### config.mk
export PLATFORM = sky130hd
export DESIGN_NAME = mem_stage
export DESIGN_NICKNAME = d
export VERILOG_FILES = /design/src/rtl/mem_stage.sv
export SDC_FILE = /design/constraint.sdc
export NUM_CORES = 1
export LEC_CHECK = 0
export CORE_MARGIN = 2
export CORE_UTILIZATION = 46
export CTS_CLUSTER_SIZE = 8
export DETAILED_ROUTE_END_ITERATION = 7
export GPL_ROUTABILITY_DRIVEN = 0
export PLACE_DENSITY = 0.86
export SYNTH_ARGS = -nofsm -noshare
export SYNTH_HDL_FRONTEND = slang
export SYNTH_SLANG_ARGS = --single-unit
export TNS_END_PERCENT = 100
### constraint.sdc
create_clock -name clk -period 5.2 [get_ports clk]
set_input_delay 0.52 -clock clk [delete_from_list [all_inputs] [get_ports clk]]
set_output_delay 0.52 -clock clk [all_outputs]
set_load 0.005 [all_outputs]
### src/rtl/mem_stage.sv
// RV32 pipeline MEM stage: accepts EX results, performs loads/stores over a req/ack
// data port, and hands the write-back payload to WB. State changes on negedge clk.
module mem_stage (
  input  logic        clk,
  input  logic        rst_n,
  input  logic        flush,
  input  logic        in_valid,
  output logic        in_ready,
  input  logic [31:0] in_result,
  input  logic [31:0] in_busb,
  input  logic [4:0]  in_rw,
  input  logic [31:0] in_PC,
  input  logic [2:0]  in_MemOp,
  input  logic        in_RegWr,
  input  logic        in_MemtoReg,
  input  logic        in_MemWr,
  input  logic        in_done,
  output logic        dmem_req,
  output logic        dmem_we,
  output logic [31:0] dmem_addr,
  output logic [31:0] dmem_wdata,
  output logic [3:0]  dmem_wmask,
  input  logic        dmem_ack,
  input  logic [31:0] dmem_rdata,
  output logic        out_valid,
  input  logic        out_ready,
  output logic [31:0] wb_data,
  output logic [4:0]  rw,
  output logic [31:0] PC,
  output logic        RegWr,
  output logic        done,
  output logic        misalign
);

  typedef enum logic [1:0] {EMPTY, ACCESS, FULL, DRAIN} state_e;

  state_e      state_q, state_d;
  logic [31:0] addr_q, addr_d, busb_q, busb_d, pc_q, pc_d, wb_q, wb_d;
  logic [4:0]  rw_q, rw_d;
  logic [2:0]  memop_q, memop_d;
  logic        regwr_q, regwr_d, ld_q, ld_d, st_q, st_d;
  logic        done_q, done_d, mis_q, mis_d;

  logic        accept, send, in_mem, in_mis;
  logic [31:0] lane, ld_val, wdata_rep;
  logic [3:0]  mask;

  assign out_valid = (state_q == FULL) & !flush;
  assign send      = out_valid & out_ready;
  assign in_ready  = (state_q == EMPTY) | ((state_q == FULL) & send);
  assign accept    = in_valid & in_ready & !flush;

  assign in_mem = in_MemtoReg | in_MemWr;
  assign in_mis = in_mem & (((in_MemOp[1:0] == 2'b01) & in_result[0]) |
                            ((in_MemOp[1:0] == 2'b10) & (in_result[1:0] != 2'b00)));

  // Shift the addressed byte/half down to bit 0 before extension.
  assign lane = dmem_rdata >> {addr_q[1:0], 3'b000};

  always_comb begin
    ld_val = dmem_rdata;
    case (memop_q)
      3'b000:  ld_val = {{24{lane[7]}}, lane[7:0]};
      3'b001:  ld_val = {{16{lane[15]}}, lane[15:0]};
      3'b100:  ld_val = {24'h0, lane[7:0]};
      3'b101:  ld_val = {16'h0, lane[15:0]};
      default: ld_val = dmem_rdata;
    endcase
  end

  always_comb begin
    mask      = 4'b1111;
    wdata_rep = busb_q;
    case (memop_q[1:0])
      2'b00: begin
        mask      = 4'b0001 << addr_q[1:0];
        wdata_rep = {4{busb_q[7:0]}};
      end
      2'b01: begin
        mask      = 4'b0011 << addr_q[1:0];
        wdata_rep = {2{busb_q[15:0]}};
      end
      default: ;
    endcase
  end

  // Request stays up through DRAIN so an in-flight access still completes.
  assign dmem_req   = (state_q == ACCESS) | (state_q == DRAIN);
  assign dmem_we    = dmem_req & st_q;
  assign dmem_wmask = (dmem_req & st_q) ? mask : 4'b0000;
  assign dmem_addr  = {addr_q[31:2], 2'b00};
  assign dmem_wdata = wdata_rep;

  assign wb_data  = wb_q;
  assign rw       = rw_q;
  assign PC       = pc_q;
  assign RegWr    = regwr_q;
  assign done     = done_q;
  assign misalign = mis_q;

  always_comb begin
    state_d = state_q;
    addr_d  = addr_q;
    busb_d  = busb_q;
    pc_d    = pc_q;
    wb_d    = wb_q;
    rw_d    = rw_q;
    memop_d = memop_q;
    regwr_d = regwr_q;
    ld_d    = ld_q;
    st_d    = st_q;
    done_d  = done_q;
    mis_d   = mis_q;
    case (state_q)
      EMPTY:  if (flush) state_d = EMPTY;
      ACCESS: begin
        // An ack arriving with the flush already finished the access; skip DRAIN.
        if (flush) state_d = dmem_ack ? EMPTY : DRAIN;
        else if (dmem_ack) begin
          state_d = FULL;
          if (ld_q && !st_q) wb_d = ld_val;
        end
      end
      FULL:   if (flush || send) state_d = EMPTY;
      DRAIN:  if (dmem_ack) state_d = EMPTY;
      default: state_d = EMPTY;
    endcase
    if (accept) begin
      addr_d  = in_result;
      busb_d  = in_busb;
      pc_d    = in_PC;
      wb_d    = in_result;
      rw_d    = in_rw;
      memop_d = in_MemOp;
      regwr_d = in_RegWr & !in_mis;
      ld_d    = in_MemtoReg;
      st_d    = in_MemWr;
      done_d  = in_done;
      mis_d   = in_mis;
      state_d = (in_mem && !in_mis) ? ACCESS : FULL;
    end
  end

  always_ff @(negedge clk) begin
    if (!rst_n) begin
      state_q <= EMPTY;
      addr_q  <= '0;
      busb_q  <= '0;
      pc_q    <= '0;
      wb_q    <= '0;
      rw_q    <= '0;
      memop_q <= '0;
      regwr_q <= 1'b0;
      ld_q    <= 1'b0;
      st_q    <= 1'b0;
      done_q  <= 1'b0;
      mis_q   <= 1'b0;
    end else begin
      state_q <= state_d;
      addr_q  <= addr_d;
      busb_q  <= busb_d;
      pc_q    <= pc_d;
      wb_q    <= wb_d;
      rw_q    <= rw_d;
      memop_q <= memop_d;
      regwr_q <= regwr_d;
      ld_q    <= ld_d;
      st_q    <= st_d;
      done_q  <= done_d;
      mis_q   <= mis_d;
    end
  end

endmodule

## After elaboration in Yosys (flattened, before gate mapping)

Index checks and enable logic that the tools add are counted.
W data, S select, Z words.

- Register bits after elaboration: 143
- Word-level logic and storage cells: 76

- Equality and inequality tests: 14
- Shifts and indexed selects: 3
- Mux-type cells: 18
- Bitwise logic cells: 14
- Reduce and logical (&&, ||, !) cells: 15

Operators by type and width:

| cell | count |
|---|---|
| $mux W32 | 5 |
| $pmux W32 S4 | 1 |
| $pmux W32 S2 | 1 |
| $shr A32 B5 Y16 | 1 |
| $mux W2 | 8 |
| $and A1 B1 Y1 | 10 |
| $pmux W2 S4 | 1 |
| $pmux W4 S2 | 1 |
| $reduce_and A4 Y1 | 2 |
| $reduce_bool A2 Y1 | 4 |
| $eq A2 B1 Y1 const B | 3 |
| $eq A2 B2 Y1 const B | 3 |
| $eq A3 B3 Y1 const B | 2 |
| $ne A3 B3 Y1 const B | 2 |
| $logic_not A2 Y1 | 2 |
| $mux W4 | 1 |
| $ne A4 B4 Y1 const B | 1 |
| $or A1 B1 Y1 | 4 |
| $shl A1 B2 Y4 const A | 1 |
| $shl A2 B2 Y4 const A | 1 |
| $eq A3 B1 Y1 const B | 1 |
| $logic_not A1 Y1 | 3 |
| $logic_not A3 Y1 | 1 |
| $ne A3 B2 Y1 const B | 1 |
| 3 further kinds | 4 |

## Logic depth before layout (Yosys ltp)

- Word-level depth: 9
- Depth in mapped cells: 8
- Gate-level depth less buffers: 4

==> summary.md <==
| Metric | Value |
|---|---|
| Status | `finished, final reports clean` |
| CORE AREA | `0.0145 sq mm` |
| Critical Path RT | `4.68 ns` |
| Clock buffer depth | `2` |
| Max-cap viol count | `0` |
| FF-to-FF path depth | `5` |
| Area Overhead vs Synth | `57.4%` |
| Total CTS buffers | `17` |
| Post-CTS sizing | `0` |
| Gr busiest metal | `met2` |
| Synth cell types | `39` |
| Post-route cell area | `0.0107 sq mm` |
| CP startpoint kind | `flop` |
| P per Cell Area | `roughly 330 mW/mm^2` |
| Total wire length | `23000 um` |
| Placed cell area | `0.00951 sq mm` |
| Layout cells sized above 1 | `5.92%` |
| Slowest cell delay on critical path | `0.55 ns` |
| Placed cells | `1212` |
| Total GRT Usage | `28.5%` |
| Final Core Density | `73.8%` |
| # rows | `44` |
| Post-CTS Setup Repair Bufs | `0` |
| EDFF count, synth | `0` |
| Die H | `125 um` |
| Synth top area cells | `dfxtp_1, nand2_1, a21boi_0` |
| Crit path max-delay cell type | `clkdlybuf4s50_1` |
| Synth cell count leaders | `nand2_1, dfxtp_1, a21boi_0` |
| Worst reg-to-reg setup slack | `3.15 ns` |
| Detailed-placement wirelength estimate | `15300 um` |
| Synth area leader | `dfxtp_1` |
| First-pass GRT wire length | `36100 um` |
| DRC errors left | `0` |
| Starting Density | `46.9%` |
| Crit path cell chain | `nand2_1 > a21oi_1 > clkdlybuf4s50_1` |
| Worst endpoint data arrival time | `4.56 ns` |
| Port bufs | `287` |
| Vias | `7332` |
| Hold-fix buffers, CTS | `0` |
| CTS tree | `yes` |
| Top FF cell, synth | `dfxtp_1` |
| Hold Path Origin | `addr_q[30]` |
| Die W | `about 130 um` |
| Worst-Skew Late Latency | `0.46 ns` |
| Cells after Synth | `about 830` |
| Worst r2r dst | `wb_data[17]` |
| YS warnings | `0` |
| CTS H-Tree Depth | `4` |
| Synth Cell Area | `0.00679 sq mm` |
| Final Max Tran Viols | `0` |
| Largest net degree at the start of global routing | `~150` |
| DR WL/cell | `approximately 17 um` |
| GR Util met3 | `11.3%` |
| Share of the synthesized area in the top cell type | `42.2%` |
| Slew @ Worst Pin | `0.534 ns` |
| Final setup vio count | `0` |
| First drt pass iteration count | `5` |
| Critical Path End Type | `primary output` |
| Hold Crit Depth | `2` |
| Post-route antenna net violation count | `0` |
| Setup TNS | `0 ns` |
| WHS Endpoint | `addr_q[30]` |
| DIE AREA | `about 0.016 sq mm` |
| CTS clk-pin slew, worst paths | `~0.03 ns` |
| Vias per cell | `about 5.3` |
| Flops & latches, synth | `143` |
| IO Pins | `290` |
| Syn Area/Cell | `8.16 sq um` |
| Non-Filler Instances | `1383` |
| CTS Sinks | `143` |
| Final total power | `3.52 mW` |
| Total gr overflow | `0` |
| Vias in the first global route | `7366` |
| FFs w/ async S/R, synth | `0%` |
| Top-count cell post-synth | `nand2_1` |
| Setup Skew | `0.0244 ns` |
| Root Buffer Master | `clkbuf_16` |
| Met2 usage | `48.4%` |
| Diode count | `0` |
| Final Hold Viols | `0` |
| Leak | `4.33 nW` |
| Starting DRT DRC Count | `573` |
| Worst Path Max Fanout | `8` |
| Slew HR | `64.4%` |
| Initial antenna violation count | `0` |
| RSZ-0062 raised after global routing | `false` |
| Worst reg2reg path startpoint | `addr_q[0]` |
| Seq/Total Area, Yosys | `between 40% and 50%` |
| GR Util met1 | `30.0%` |
| Hold WC Path Type | `reg2reg` |
| Worst ir drop on vdd | `250 uV` |
| Kind of critical path | `reg2out` |
| Nets | `1335` |
==> placed cells by master (no fill, tap or decap), types with 2 or more instances in the layout <==
cell type        instances
o221ai_1                 8
nor3_1                  25
bufinv_16                6
a21boi_1                10
or2_2                    2
and3_1                   2
inv_1                  151
a21boi_0                99
nand3b_1                 2
mux2_2                  17
a21oi_1                 17
dfxtp_2                  2
o21ai_0                 44
clkdlybuf4s50_1        286
o21a_1                   3
buf_4                   12
conb_1                   2
nand2b_1                 3
nor2_1                   8
nor2_2                   2
mux2i_1                 23
buf_12                   5
dfxtp_1                141
clkbuf_16               17
a2bb2oi_1               21
nand2_1                246
a211oi_1                25
o211ai_1                 3
==> registers in the layout, indices dropped and copies added, names as in the netlist <==
| name | count |
|---|---|
| PC | 32 |
| ld_q | 1 |
| wb_data | 32 |
| misalign | 1 |
| RegWr | 1 |
| st_q | 1 |
| rw | 5 |
| state_q | 2 |
| busb_q | 32 |
| memop_q | 3 |
| done | 1 |
| addr_q | 32 |
==> per-stage QoR <==
| step | setup slack (ns) | hold WS, ns |
|---|---|---|
| after floorplan | 0.811 | 0.435 |
| after global placement | 0.210 | 0.440 |
| after detailed placement | 0.171 | 0.448 |
| after CTS | 0.0629 | 0.453 |
| after global routing | 0.0150 | 0.479 |
| final | 0.116 | 0.449 |
==> logic make-up (layout without fill, tap and decap cells) <==
| logic type | Yosys count | in the layout | share of synthesized area, % |
|---|---|---|---|
| buffers and inverters | 114 | 480 | 9.07 |
| DFF | 143 | 143 | 42.2 |
| muxes | 41 | 41 | 6.54 |
| other | 1 | 2 | 0.0553 |
| AOI/OAI and AO/OA | 236 | 236 | 24.6 |
| and+or+nand+nor | 297 | 297 | 17.6 |
==> layer usage <==
metal,vias up,wire [um]
met5,-,0
met4,0,726
met3,61,2200
met2,361,11600
met1,3401,8500
li1,3509,-
==> worst max-delay path by stage <==
stage | from | to | slack [ns] | cells after the start
after global placement | flush | wb_data[22] | 0.21 | 5
after detailed placement | flush | wb_data[17] | 0.17 | 5
after global routing | state_q[0] | dmem_wmask[3] | 0.02 | 3
final | state_q[0] | dmem_wmask[1] | 0.12 | 3
after floorplan | memop_q[0] | dmem_wmask[3] | 0.81 | 4
after CTS | memop_q[1] | dmem_wmask[1] | 0.06 | 4
==> power breakdown <==
part	leakage, nW	total, mW	internal [mW]	switching (mW)
clock network	1.09	1.80	1.03	0.769
registers	1.17	1.21	1.17	0.0391
logic	2.08	0.510	0.297	0.213
==> critical path: cells and delay by family (launching register included) <==
family          cells  cell delay [ns]
buf+inv             1             0.55
flops               1             0.49
compound gates      1             0.26
simple gates        1             0.22
==> cell type report <==
class / count / area, sq um
clock inverters: 155 / 749
clock buffers: 17 / 425
repair buffers: 304 / 3060
well taps: 184 / 230
multi-input cells: 576 / 3330
fillers: 1069 / 3800
flip-flops and latches: 143 / 2870
inverters: 4 / 15.0
Note: power is estimated with default switching activity, not from simulation.
